--- src/rtl/net_pkg.sv ---
// Shared types and default sizing for the inference network sequencer.
package net_pkg;

    typedef enum logic [2:0] {IDLE, RUN, WAIT, ARGMAX, DONE} seq_state_t;

    // LOAD_INPUTS, MULTIPLY, SHIFTING, ADD, ACTIVATION_FUNCTION, RESULT, then Y write
    localparam int NEURON_LAT  = 7;
    localparam int DATA_WIDTH  = 8;
    localparam int NUM_CLASSES = 3;

endpackage

--- src/rtl/net_sequencer_if.sv ---
// Host-side handshakes: input vector in, arg-max result out.
interface net_sequencer_if #(
    parameter int DATA_WIDTH  = 8,
    parameter int NUM_INPUTS  = 4,
    parameter int NUM_CLASSES = 3
);
    localparam int CLW = (NUM_CLASSES > 1) ? $clog2(NUM_CLASSES) : 1;

    logic                             in_valid;
    logic                             in_ready;
    logic [NUM_INPUTS*DATA_WIDTH-1:0] x_i;
    logic                             out_valid;
    logic                             out_ready;
    logic [CLW-1:0]                   class_o;
    logic [DATA_WIDTH-1:0]            score_o;

    modport master (output in_valid, x_i, out_ready,
                    input  in_ready, out_valid, class_o, score_o);
    modport slave  (input  in_valid, x_i, out_ready,
                    output in_ready, out_valid, class_o, score_o);
endinterface

--- src/rtl/net_argmax.sv ---
// Sequential signed arg-max: one class per cycle while start is held, ties keep the lower index.
module net_argmax #(
    parameter int DATA_WIDTH  = 8,
    parameter int NUM_CLASSES = 3,
    parameter int CLW         = 2
) (
    input  logic                              clk,
    input  logic                              rst_n,
    input  logic                              start,
    input  logic [NUM_CLASSES*DATA_WIDTH-1:0] y,
    output logic                              done,
    output logic [CLW-1:0]                    cls,
    output logic [DATA_WIDTH-1:0]             score
);
    logic [CLW-1:0]               k_q, best_idx_q, cand_idx;
    logic signed [DATA_WIDTH-1:0] best_q, cand_val, y_k;
    logic                         last;

    assign y_k  = y[k_q*DATA_WIDTH +: DATA_WIDTH];
    assign last = (k_q == CLW'(NUM_CLASSES-1));
    assign done = start && last;

    always_comb begin
        cand_val = best_q;
        cand_idx = best_idx_q;
        if (k_q == '0 || y_k > best_q) begin
            cand_val = y_k;
            cand_idx = k_q;
        end
    end

    // Result registers only update on a completed scan, so an abort keeps the old answer.
    always_ff @(posedge clk or negedge rst_n) begin
        if (!rst_n) begin
            k_q        <= '0;
            best_q     <= '0;
            best_idx_q <= '0;
            cls        <= '0;
            score      <= '0;
        end else if (!start) begin
            k_q <= '0;
        end else begin
            best_q     <= cand_val;
            best_idx_q <= cand_idx;
            k_q        <= last ? '0 : k_q + 1'b1;
            if (last) begin
                cls   <= cand_idx;
                score <= cand_val;
            end
        end
    end
endmodule

--- src/rtl/net_sequencer.sv ---
// Layer sequencer: captures an input vector, pulses Run per layer, waits out neuron latency, scans arg-max.
module net_sequencer #(
    parameter int DATA_WIDTH  = net_pkg::DATA_WIDTH,
    parameter int NUM_INPUTS  = 4,
    parameter int NUM_LAYERS  = 3,
    parameter int NUM_CLASSES = net_pkg::NUM_CLASSES,
    parameter int NEURON_LAT  = net_pkg::NEURON_LAT
) (
    input  logic                              clk,
    input  logic                              rst_n,
    net_sequencer_if.slave                    bus,
    output logic [NUM_INPUTS*DATA_WIDTH-1:0]  x_reg_o,
    output logic                              en_o,
    output logic [NUM_LAYERS-1:0]             run_o,
    output logic                              nrn_rst_o,
    input  logic [NUM_CLASSES*DATA_WIDTH-1:0] y_i,
    input  logic                              abort_i,
    output logic                              busy_o
);
    import net_pkg::*;

    localparam int LW  = (NUM_LAYERS > 1) ? $clog2(NUM_LAYERS) : 1;
    localparam int CNW = $clog2(NEURON_LAT + 1);
    localparam int CLW = (NUM_CLASSES > 1) ? $clog2(NUM_CLASSES) : 1;

    seq_state_t            state_q, state_n;
    logic [LW-1:0]         layer_q, layer_n;
    logic [CNW-1:0]        cnt_q, cnt_n;
    logic [NUM_LAYERS-1:0] run_n;
    logic                  out_valid_q;
    logic                  am_start, am_done;

    assign bus.in_ready  = (state_q == IDLE);
    assign busy_o        = (state_q != IDLE);
    assign bus.out_valid = out_valid_q;
    assign am_start      = (state_q == ARGMAX) && !abort_i;

    always_comb begin
        state_n = state_q;
        layer_n = layer_q;
        cnt_n   = cnt_q;
        run_n   = '0;
        case (state_q)
            IDLE: if (bus.in_valid) begin
                state_n = RUN;
                layer_n = '0;
            end
            RUN: begin
                cnt_n   = CNW'(NEURON_LAT);
                state_n = WAIT;
            end
            WAIT: begin
                cnt_n = cnt_q - 1'b1;
                if (cnt_q == CNW'(1)) begin
                    if (layer_q < LW'(NUM_LAYERS-1)) begin
                        layer_n = layer_q + 1'b1;
                        state_n = RUN;
                    end else begin
                        state_n = ARGMAX;
                    end
                end
            end
            ARGMAX: if (am_done) state_n = DONE;
            DONE:   if (bus.out_ready) state_n = IDLE;
            default: state_n = IDLE;
        endcase
        if (abort_i) state_n = IDLE;
        // run_o is registered, so it is decoded from the state being entered
        if (state_n == RUN) run_n[layer_n] = 1'b1;
    end

    always_ff @(posedge clk or negedge rst_n) begin
        if (!rst_n) begin
            state_q     <= IDLE;
            layer_q     <= '0;
            cnt_q       <= '0;
            x_reg_o     <= '0;
            run_o       <= '0;
            out_valid_q <= 1'b0;
            nrn_rst_o   <= 1'b1;
            en_o        <= 1'b0;
        end else begin
            state_q     <= state_n;
            layer_q     <= layer_n;
            cnt_q       <= cnt_n;
            run_o       <= run_n;
            out_valid_q <= (state_n == DONE);
            nrn_rst_o   <= abort_i;
            en_o        <= !abort_i;
            if (state_q == IDLE && bus.in_valid && !abort_i) x_reg_o <= bus.x_i;
        end
    end

    net_argmax #(
        .DATA_WIDTH (DATA_WIDTH),
        .NUM_CLASSES(NUM_CLASSES),
        .CLW        (CLW)
    ) u_argmax (
        .clk  (clk),
        .rst_n(rst_n),
        .start(am_start),
        .y    (y_i),
        .done (am_done),
        .cls  (bus.class_o),
        .score(bus.score_o)
    );
endmodule
--- src/flat_wrapper.sv ---
// flat-port wrapper written by rule: the top's interface ports become plain ports
module net_sequencer_flat import net_pkg::*;
#(
    parameter int DATA_WIDTH  = net_pkg::DATA_WIDTH,
    parameter int NUM_INPUTS  = 4,
    parameter int NUM_LAYERS  = 3,
    parameter int NUM_CLASSES = net_pkg::NUM_CLASSES,
    parameter int NEURON_LAT  = net_pkg::NEURON_LAT
)
  (clk, rst_n, x_reg_o, en_o, run_o, nrn_rst_o, y_i, abort_i, busy_o, bus_in_valid, bus_x_i, bus_out_ready, bus_in_ready, bus_out_valid, bus_class_o, bus_score_o);
  net_sequencer_if #(.DATA_WIDTH(DATA_WIDTH), .NUM_INPUTS(NUM_INPUTS), .NUM_CLASSES(NUM_CLASSES)) bus_i ();
  input  logic clk;
  input  logic rst_n;
  output logic [NUM_INPUTS*DATA_WIDTH-1:0] x_reg_o;
  output logic en_o;
  output logic [NUM_LAYERS-1:0] run_o;
  output logic nrn_rst_o;
  input  logic [NUM_CLASSES*DATA_WIDTH-1:0] y_i;
  input  logic abort_i;
  output logic busy_o;
  input wire logic [$bits(bus_i.in_valid)-1:0] bus_in_valid;
  input wire logic [$bits(bus_i.x_i)-1:0] bus_x_i;
  input wire logic [$bits(bus_i.out_ready)-1:0] bus_out_ready;
  output wire logic [$bits(bus_i.in_ready)-1:0] bus_in_ready;
  output wire logic [$bits(bus_i.out_valid)-1:0] bus_out_valid;
  output wire logic [$bits(bus_i.class_o)-1:0] bus_class_o;
  output wire logic [$bits(bus_i.score_o)-1:0] bus_score_o;
  assign bus_i.in_valid = bus_in_valid;
  assign bus_i.x_i = bus_x_i;
  assign bus_i.out_ready = bus_out_ready;
  assign bus_in_ready = bus_i.in_ready;
  assign bus_out_valid = bus_i.out_valid;
  assign bus_class_o = bus_i.class_o;
  assign bus_score_o = bus_i.score_o;
  net_sequencer #(.DATA_WIDTH(DATA_WIDTH), .NUM_INPUTS(NUM_INPUTS), .NUM_LAYERS(NUM_LAYERS), .NUM_CLASSES(NUM_CLASSES), .NEURON_LAT(NEURON_LAT)) u_core (.clk(clk), .rst_n(rst_n), .bus(bus_i), .x_reg_o(x_reg_o), .en_o(en_o), .run_o(run_o), .nrn_rst_o(nrn_rst_o), .y_i(y_i), .abort_i(abort_i), .busy_o(busy_o));
endmodule
--- config.mk ---
export PLATFORM = sky130hd
export DESIGN_NAME = net_sequencer_flat
export DESIGN_NICKNAME = d
export VERILOG_FILES = /design/src/rtl/net_pkg.sv /design/src/rtl/net_sequencer_if.sv /design/src/rtl/net_argmax.sv /design/src/rtl/net_sequencer.sv /design/src/flat_wrapper.sv
export SDC_FILE = /design/constraint.sdc
export NUM_CORES = 1
export LEC_CHECK = 0
export CORE_MARGIN = 4
export CORE_UTILIZATION = 46
export CTS_CLUSTER_SIZE = 16
export DETAILED_ROUTE_END_ITERATION = 6
export PLACE_DENSITY = 0.81
export SYNTH_ARGS = -nofsm -noshare
export SYNTH_HDL_FRONTEND = slang
export SYNTH_SLANG_ARGS = --single-unit
--- constraint.sdc ---
create_clock -name clk -period 3.1 [get_ports clk]
set_input_delay 0.31 -clock clk [delete_from_list [all_inputs] [get_ports clk]]
set_output_delay 0.31 -clock clk [all_outputs]
set_load 0.01 [all_outputs]
==> run metrics, run 1 <==
status complete, no violations; WL/cell 16.23 um; worst path cell trace nor2b_1 > buf_4 > nand2_1 > o21ai_0 > ha_1 > a21oi_1 > a21oi_2 > o311ai_4 > mux2_2; commonest non-fill, non-tap cells in the layout 109 x clkdlybuf4s50_1, 67 x dfrtp_1, 39 x mux2_2; final slew viol count 0; Sequential Power Share 41.0%; Max Used Layer met4; r2r worst-path depth 9; CP Launch Type flop; power density cells 600.0 mW/mm^2; syn nets 356; GRT Util Overall 19.38%; Max Clock Freq 339.2 MHz; Worst Path Arrival 3.17 ns; initial antenna violation count 0; Hold Slack 0.04327 ns; asr flop ratio synth 100.0%; critical path class reg -> reg; Antenna Cells 0; row cnt 30; IO buf count 110; Crit. path cell count 9; largest fanout on the critical path 8; Clock Tree Buf Depth 2; first-pass GRT wire length 12960 um; critical path's largest stage delay 0.54 ns; share of total power in combinational logic 31.1%; max_cap viols 0; final antenna-violating net count 0; I/O pin cnt 111; P_leak 1.965 nW; postcts setup bufs 0; Layout Utilization 68.96%; setup TNS 0 ns; Psw 829.6 uW; unrepaired setup endpoints after global routing no; Post-synth EDFFs 0; Max-slew headroom 47.91%; DIE AREA 0.008598 sq mm; Synth warnings 0; final worst path period need 2.948 ns; placed insts 485; vias per cell 5.250; Yosys reg bits 68; Post-Syn Area 0.003302 sq mm; # setup viols final 0; r2r startpoint u_core.u_argmax.k_q[0]; global route total overflow 0; Worst path slowest cell o311ai_4; switching power share of the total 29.19%; First DRT Iteration DRCs 104; Buf+Inv Stages, Crit Path 1; Clock Power Share 27.9%; Max VDD drop 0.0002290 V; synthesized area per cell 11.63 sq um; core area 0.006869 sq mm; Worst Hold Class in -> async; PostCTS Resize Cnt 0; cts hold-fix bufs 0; pin count of the biggest net entering global routing 36; predominant post-synthesis flop cell dfrtp_1; CTS buffer count 9; Top delay family on crit path compound AO/OA/AOI/OAI gates; met3 wire length 593 um; Initial Util 48.07%; Max Clock Skew 0.005983 ns; Worst R2R Setup Slack 0.15 ns; worst slew pin tran 0.7813 ns; Worst-path clk slew 0.07 ns; Die W 92.73 um; CP endpoint u_core.u_argmax.best_q[5]; non-filler instance count after layout 501; CTS root buffer clkbuf_8; Critical Path Start u_core.u_argmax.k_q[0]; CTS tree yes; dpl hpwl 6254 um; Yosys cell types 47; drt first pass iters 4; RR Endpoint u_core.u_argmax.best_q[5]; Final nets 472; Final Cycle Share 95.10%; die height 92.73 um; drt drc 0; via count 2630; length of routed met2 wiring 4005 um; number of global-route vias before repair 2669; RD Place Congestion 0.9255; Hold Violations, Final 0; wl on met1 3471 um; layout cell share with drive strength beyond 1 18.77%; Int Power 2.013 mW; CTS H-tree lvls 3; Critical Path Sink Type flop; Req. time, crit path 3.32 ns; drt total wl 8129 um; Post-Synthesis Cells 284; register area share after synthesis 51.57%; clock sink count 68; Area Growth Syn to Fin 43.46%; Clock Latency Late Sink 0.34 ns; most common cell after layout, fill and taps aside clkdlybuf4s50_1
per-layer routing:
layer / vias to the layer above / GRT usage [%]
met3: 6 / 6.661
met5: - / 0
li1: 1266 / -
met4: 0 / 4.762
met2: 105 / 34.32
met1: 1253 / 22.48
cell type report:
type	instances	area [sq um]
multi-input cells	186	1465
clock inverters	6	88.84
clock buffers	10	127.6
well taps	96	120.1
flip-flops and latches	68	1703
fillers	514	2132
repair buffers	118	1169
inverters	17	63.81
cell families (layout without fill, tap and decap cells):
logic type / after synthesis / after routing / synth area share [%]
mux: 49 / 49 / 16.37
flops: 68 / 68 / 51.57
buf+inv: 30 / 151 / 4.054
fa+ha+maj: 11 / 11 / 4.168
compound gates: 55 / 55 / 12.69
simple gates: 71 / 71 / 11.14
state kept, by name, summed over array words and instances (netlist names):
name,cells
u_core.bus.out_valid,1
u_core.en_o,1
u_core.state_q,3
u_core.run_o,3
u_core.u_argmax.score,8
u_core.nrn_rst_o,1
u_core.u_argmax.cls,2
u_core.u_argmax.best_idx_q,2
u_core.x_reg_o,32
u_core.cnt_q,3
u_core.layer_q,2
u_core.u_argmax.k_q,2
u_core.u_argmax.best_q,8
worst min path at each step:
stage / slack, ns / endpoint / start
6_report: 0.04 / u_core.x_reg_o[27] / rst_n
5_1_grt: 0.08 / u_core.x_reg_o[27] / rst_n
4_1_cts: 0.06 / u_core.x_reg_o[9] / rst_n
3_5_place_dp: 0.44 / u_core.x_reg_o[27] / rst_n
3_3_place_gp: 0.43 / u_core.x_reg_o[22] / rst_n
2_1_floorplan: 0.01 / u_core.bus.out_valid / rst_n
synthesized netlist by cell type, types with 2 or more instances:
master      n  area, sq um
dfrtp_1    67         1677
mux2_2     39        439.2
nand2_1    23        86.33
inv_1      17        63.81
nor2_1     16        60.06
o21ai_0    12        60.06
ha_1       11        137.6
a21oi_1     9        45.04
mux2i_1     9        90.09
o211ai_1    9        67.56
nor2b_1     8        50.05
o311ai_0    8        70.07
buf_2       4        20.02
buf_4       4        30.03
clkbuf_1    4        15.01
nand2b_1    4        25.02
a2bb2oi_1   3        26.28
nor3_1      3        15.01
and2_1      2        12.51
nand3_1     2        10.01
nand3b_1    2        15.01
nand4_1     2        12.51
nor3_2      2        20.02
power groups by stage:
stage	Sequential [mW]	Combinational (mW)	Clock [mW]
6_report	1.17	0.884	0.792
2_1_floorplan	1.21	0.401	0
3_5_place_dp	1.18	0.886	0
5_1_grt	1.19	0.959	0.861
3_3_place_gp	1.17	0.858	0
4_1_cts	1.17	0.890	0.813
per-stage QoR:
step                area [sq um]  power [mW]  setup WS [ns]
floorplan                   3302       1.613         0.4403
global placement            4521       2.029         0.1975
detailed placement          4521       2.070        0.09376
CTS                         4737       2.868         0.1328
global route                4737       3.012       0.002746
finish                      4737       2.842         0.1518
(Power assumes the default switching activity.)
==> run 2, diff against run 1 <==
--- a/config.mk
+++ b/config.mk
@@ -10,6 +10,7 @@
 export CTS_CLUSTER_SIZE = 16
 export DETAILED_ROUTE_END_ITERATION = 6
 export PLACE_DENSITY = 0.81
+export SLEW_MARGIN = 20
 export SYNTH_ARGS = -nofsm -noshare
 export SYNTH_HDL_FRONTEND = slang
 export SYNTH_SLANG_ARGS = --single-unit
==> results of run 2 <==
Same layout as run 1: the final DEF is identical, and so are final timing and power.
